File: src/rtl/adder_seq_ctrl.sv
// rtl/adder_seq_ctrl.sv - byte-serial multi-precision add/sub sequencer for one external 8-bit adder
// Optional feature macro: ADDSEQ_ABORT_EN (adds abort input and result shadow copy)
module adder_seq_ctrl #(
  parameter int NBYTES = 4
) (
  input  logic                  clk,
  input  logic                  rst,
  input  logic                  start,
  input  logic                  op_sub,
  input  logic [8*NBYTES-1:0]   a_in,
  input  logic [8*NBYTES-1:0]   b_in,
`ifdef ADDSEQ_ABORT_EN
  input  logic                  abort,
`endif
  output logic                  busy,
  output logic                  done,
  output logic [8*NBYTES-1:0]   result,
  output logic                  cout,
  output logic                  overflow,
  output logic [7:0]            add_a,
  output logic [7:0]            add_b,
  output logic                  add_cin,
  input  logic [7:0]            add_sum,
  input  logic                  add_cout
);
  localparam int W  = 8 * NBYTES;
  localparam int IW = $clog2(NBYTES);

  typedef enum logic [1:0] {IDLE, RUN, DONE} state_t;

  state_t          state, state_nxt;
  logic [W-1:0]    a_reg, b_reg;
  logic            sub_reg;
  logic [IW-1:0]   idx;
  logic            carry;
  logic            last;
  logic            eff_b_msb;

`ifdef ADDSEQ_ABORT_EN
  logic [W-1:0]    shadow_result;
  logic            shadow_cout;
  logic            shadow_overflow;
`endif

  assign last      = (idx == IW'(NBYTES - 1));
  assign eff_b_msb = b_reg[W-1] ^ sub_reg;

  always_ff @(posedge clk) begin
    if (rst) state <= IDLE;
    else     state <= state_nxt;
  end

  always_comb begin
    state_nxt = state;
    busy      = 1'b0;
    done      = 1'b0;
    add_a     = 8'd0;
    add_b     = 8'd0;
    add_cin   = 1'b0;
    case (state)
      IDLE: begin
        if (start) state_nxt = RUN;
      end
      RUN: begin
        busy    = 1'b1;
        add_a   = a_reg[{idx, 3'b000} +: 8];
        add_b   = b_reg[{idx, 3'b000} +: 8] ^ {8{sub_reg}};
        add_cin = carry;
`ifdef ADDSEQ_ABORT_EN
        if (abort)     state_nxt = IDLE;
        else if (last) state_nxt = DONE;
`else
        if (last) state_nxt = DONE;
`endif
      end
      DONE: begin
        busy      = 1'b1;
        done      = 1'b1;
        state_nxt = IDLE;
      end
      default: state_nxt = IDLE;
    endcase
  end

  // Carry chain: the seed carry of op_sub supplies the +1 of two's-complement subtraction.
  always_ff @(posedge clk) begin
    if (rst) begin
      a_reg    <= '0;
      b_reg    <= '0;
      sub_reg  <= 1'b0;
      idx      <= '0;
      carry    <= 1'b0;
      result   <= '0;
      cout     <= 1'b0;
      overflow <= 1'b0;
`ifdef ADDSEQ_ABORT_EN
      shadow_result   <= '0;
      shadow_cout     <= 1'b0;
      shadow_overflow <= 1'b0;
`endif
    end else begin
      case (state)
        IDLE: begin
          if (start) begin
            a_reg   <= a_in;
            b_reg   <= b_in;
            sub_reg <= op_sub;
            idx     <= '0;
            carry   <= op_sub;
`ifdef ADDSEQ_ABORT_EN
            shadow_result   <= result;
            shadow_cout     <= cout;
            shadow_overflow <= overflow;
`endif
          end
        end
        RUN: begin
`ifdef ADDSEQ_ABORT_EN
          if (abort) begin
            result   <= shadow_result;
            cout     <= shadow_cout;
            overflow <= shadow_overflow;
          end else
`endif
          begin
            result[{idx, 3'b000} +: 8] <= add_sum;
            carry                      <= add_cout;
            if (last) begin
              cout     <= add_cout;
              overflow <= (a_reg[W-1] == eff_b_msb) && (add_sum[7] != a_reg[W-1]);
            end else begin
              idx <= idx + 1'b1;
            end
          end
        end
        default: ;
      endcase
    end
  end
endmodule

File: config.mk
export PLATFORM = sky130hd
export DESIGN_NAME = adder_seq_ctrl
export DESIGN_NICKNAME = d
export VERILOG_FILES = /design/src/rtl/adder_seq_ctrl.sv
export SDC_FILE = /design/constraint.sdc
export NUM_CORES = 1
export LEC_CHECK = 0
export ABC_AREA = 1
export CAP_MARGIN = 10
export CORE_ASPECT_RATIO = 1.5
export CORE_MARGIN = 4
export CORE_UTILIZATION = 43
export DETAILED_ROUTE_END_ITERATION = 10
export PLACE_DENSITY = 0.72
export REMOVE_ABC_BUFFERS = 1
export SETUP_SLACK_MARGIN = 0.5
export SYNTH_ARGS = -nofsm -noshare
export SYNTH_HDL_FRONTEND = slang
export SYNTH_SLANG_ARGS = --single-unit
File: constraint.sdc
create_clock -name clk -period 1.8 [get_ports clk]
set_input_delay 0.36 -clock clk [delete_from_list [all_inputs] [get_ports clk]]
set_output_delay 0.36 -clock clk [all_outputs]
set_load 0.02 [all_outputs]
==> out/qor.txt, run 1 <==
number of fill cells: 709
leakage power: 3.16 nW
R2R depth: 8
WHS: 0.386 ns
number of global-route vias before repair: 4,952
total congestion overflow: 0
total CTS buffers: 9
failing checks: setup timing
worst setup margin: -0.249 ns
CTS H-tree lvls: 3
worst slew pin tran: 0.431 ns
metal2 WL: 9540 um
I/O pins: 130
VDD IR max: 0.828 mV
Hold Fails Final Rpt: 0
register share of total power: 0.397
final design area excluding fillers: 0.00790 mm2
synthesized flop and latch total: 104
worst reg2reg path startpoint: idx[0]
antenna violations before repair: 0
wire length on met3: 1400 um
detailed router's first-iteration violation count: 418
first-pass GRT wire length: 22,600 um
Sw Share: 0.341
pin count of the biggest net entering global routing: 50
crit-path max FO: 16
Final Total Pwr: 6.77 mW
Synth Instances: 672
DRC: 0
Inserted Diodes: 0
Post-DP Area: 0.00629 mm2
Die Ht: 135 um
crit-path max cell delay: 0.43 ns
worst hold path cell count: 2
Via density: 5.63
cell area after synthesis: 0.00462 mm2
worst min-delay path startpoint: rst
Die W: 92.7 um
Final Max Tran Viols: 0
prevailing post-synth register cell: dfxtp_1
Synth top cells by count: 177 x nor2_1, 119 x nand2_1, 104 x dfxtp_1
top cells by area, synth: dfxtp_1 45%, nor2_1 14%, nand2_1 9.7%, o21ai_0 8.3%, a21oi_1 5.8%
EDFF count, synth: 0
CTS tree: yes
GP Congestion: 0.893
wire length per cell: 19.2 um
Required @ worst endpoint: 1.44 ns
Synth top area share: 0.450
cell family with most CP delay: flip-flops
Post-DRT Antenna Nets: 0
wire length on met1: 6580 um
clock buffer depth: 2
Worst slew margin: 0.712
run status: complete, but fails checks
synth unique cells: 23
die area: 0.0125 mm2
combinational power share: 0.324
Slowest-stage cell, CP: dfxtp_4
final net count: 917
Crit path buffers/inverters: 2
Hold Crit Class: in2reg
Area Overhead vs Synth: 70.8%
PwrDens: 857 mW/mm2
clock skew: 0.0116 ns
CTS root buffer: clkbuf_16
Most common cell on crit path: nor2_1
initial core utilization: 0.439
# Max-Cap Violations: 0
Setup-failing EPs final: 16
core box area: 0.0105 mm2
top-count cell post-synth: nor2_1
post-synthesis sequential area ratio: 0.450
CP endpoint kind: output port
Net Switching: 2.31 mW
cell row count: 46
CTS sink count: 104
Post-Route WL: 18,800 um
CTS clk-pin slew, worst paths: 0.08 ns
CP Depth: 6
final cell utilization of the core: 0.750
Post-DP HPWL: 9830 um
Hold-fix buffers, CTS: 0
final worst path period share: 1.14
crit start category: flip-flop
Yosys top cell by area: dfxtp_1
number of buffers added on ports: 129
TritonRoute pass-1 iters: 5
routed vias: 5,509
Mean Syn Cell Area: 6.88 um2
Clk pwr share: 0.279
top sig layer: met4
Warnings, synthesis: 0
crit path DAT: 1.69 ns
crit path from: idx[0]
GRT Total Usage: 0.227
RSZ-0062 raised after global routing: yes
Setup CP Type: reg2out
minimum clock period: 2.05 ns
Post-synth ARST share: 0
worst-path cell chain: buf_12 > nor2_1 > nor2_1 > o21ai_0 > a21oi_1 > buf_4
clk_lat worst skew: 0.36 ns
Cell Int Power: 4.46 mW
Highest Clock Rate: 488 MHz
share of layout cells above drive strength 1: 0.399
layout make-up:
cell class	count	area (um2)	share of cell area
clock buffers	9	225	0.0285
inverters	27	126	0.0160
clock inverters	7	53.8	0.00681
multi-input cells	501	3260	0.413
well taps	144	180	0.0228
flip-flops and latches	104	2090	0.265
repair buffers	187	1960	0.248
power by group through the flow:
| stage | Clock [mW] | Combinational, mW | Sequential [mW] |
|---|---|---|---|
| floorplan | 0 | 0.657 | 2.66 |
| global placement | 0 | 1.31 | 2.63 |
| detailed placement | 0 | 1.34 | 2.64 |
| CTS | 1.89 | 1.55 | 2.60 |
| global route | 1.98 | 2.31 | 2.71 |
| finish | 1.89 | 2.19 | 2.69 |
cell families after synthesis:
logic type / count (synthesis) / synth area share
compound gates: 139 / 0.150
buf+inv: 68 / 0.0628
flops: 104 / 0.450
simple gates: 351 / 0.310
fa+ha+maj: 10 / 0.0271
routing by layer:
layer / vias up / global-route usage
li1: 2493 / -
met1: 2578 / 0.237
met2: 328 / 0.429
met3: 110 / 0.0440
met4: 0 / 0.107
met5: - / 0
worst register-to-register path, stage by stage, from the launching register on:
cell and delay (ns):
dfxtp_4 0.43, inv_4 0.06, buf_6 0.16, buf_12 0.16
ha_4 0.26, buf_6 0.13, nor3_4 0.25, nand2_1 0.12
a21oi_2 0.14
what timing repair did:
action                                 in CTS  in global routing
cloned                                      1                 14
setup buffers                               5                  5
setup endpoints to repair                 155                123
resized for setup                         385                215
pin swaps                                  52                 32
endpoints found under the hold margin       0                  0
layout by cell type (no fill, tap or decap), drive strengths merged:
cell	synthesis	final
nor2	178	178
dfxtp	104	104
buf	16	103
nand3	35	35
clkbuf	25	17
and3	1	1
dlymetal6s2s	0	2
nand2	122	123
a21oi	54	54
ha	10	10
clkinv	0	5
clkdlybuf4s50	0	74
nand4	1	1
inv	27	29
o21ai	85	85
nor3	14	14
metrics by stage:
step	worst slack, ns	TNS (ns)	instances
CTS	-0.0923	-1.07	960
detailed placement	-0.217	-4.19	938
global placement	-0.155	-2.69	938
global route	-0.335	-3.39	979
finish	-0.249	-2.26	979
floorplan	-1.09	-88.34	631
worst paths after layout:
kind,slack (ns),end
min reg2reg,0.46,result[26]
min,0.39,result[18]
max,-0.25,add_a[0]
max reg2reg,0.04,result[30]
Power figures use the tool's default switching activity.
==> run 2, diff against run 1 <==
- HOLD_SLACK_MARGIN: not set -> 0.03
==> results of run 2 <==
The final DEF is identical to that of run 1; final timing and power are the same.
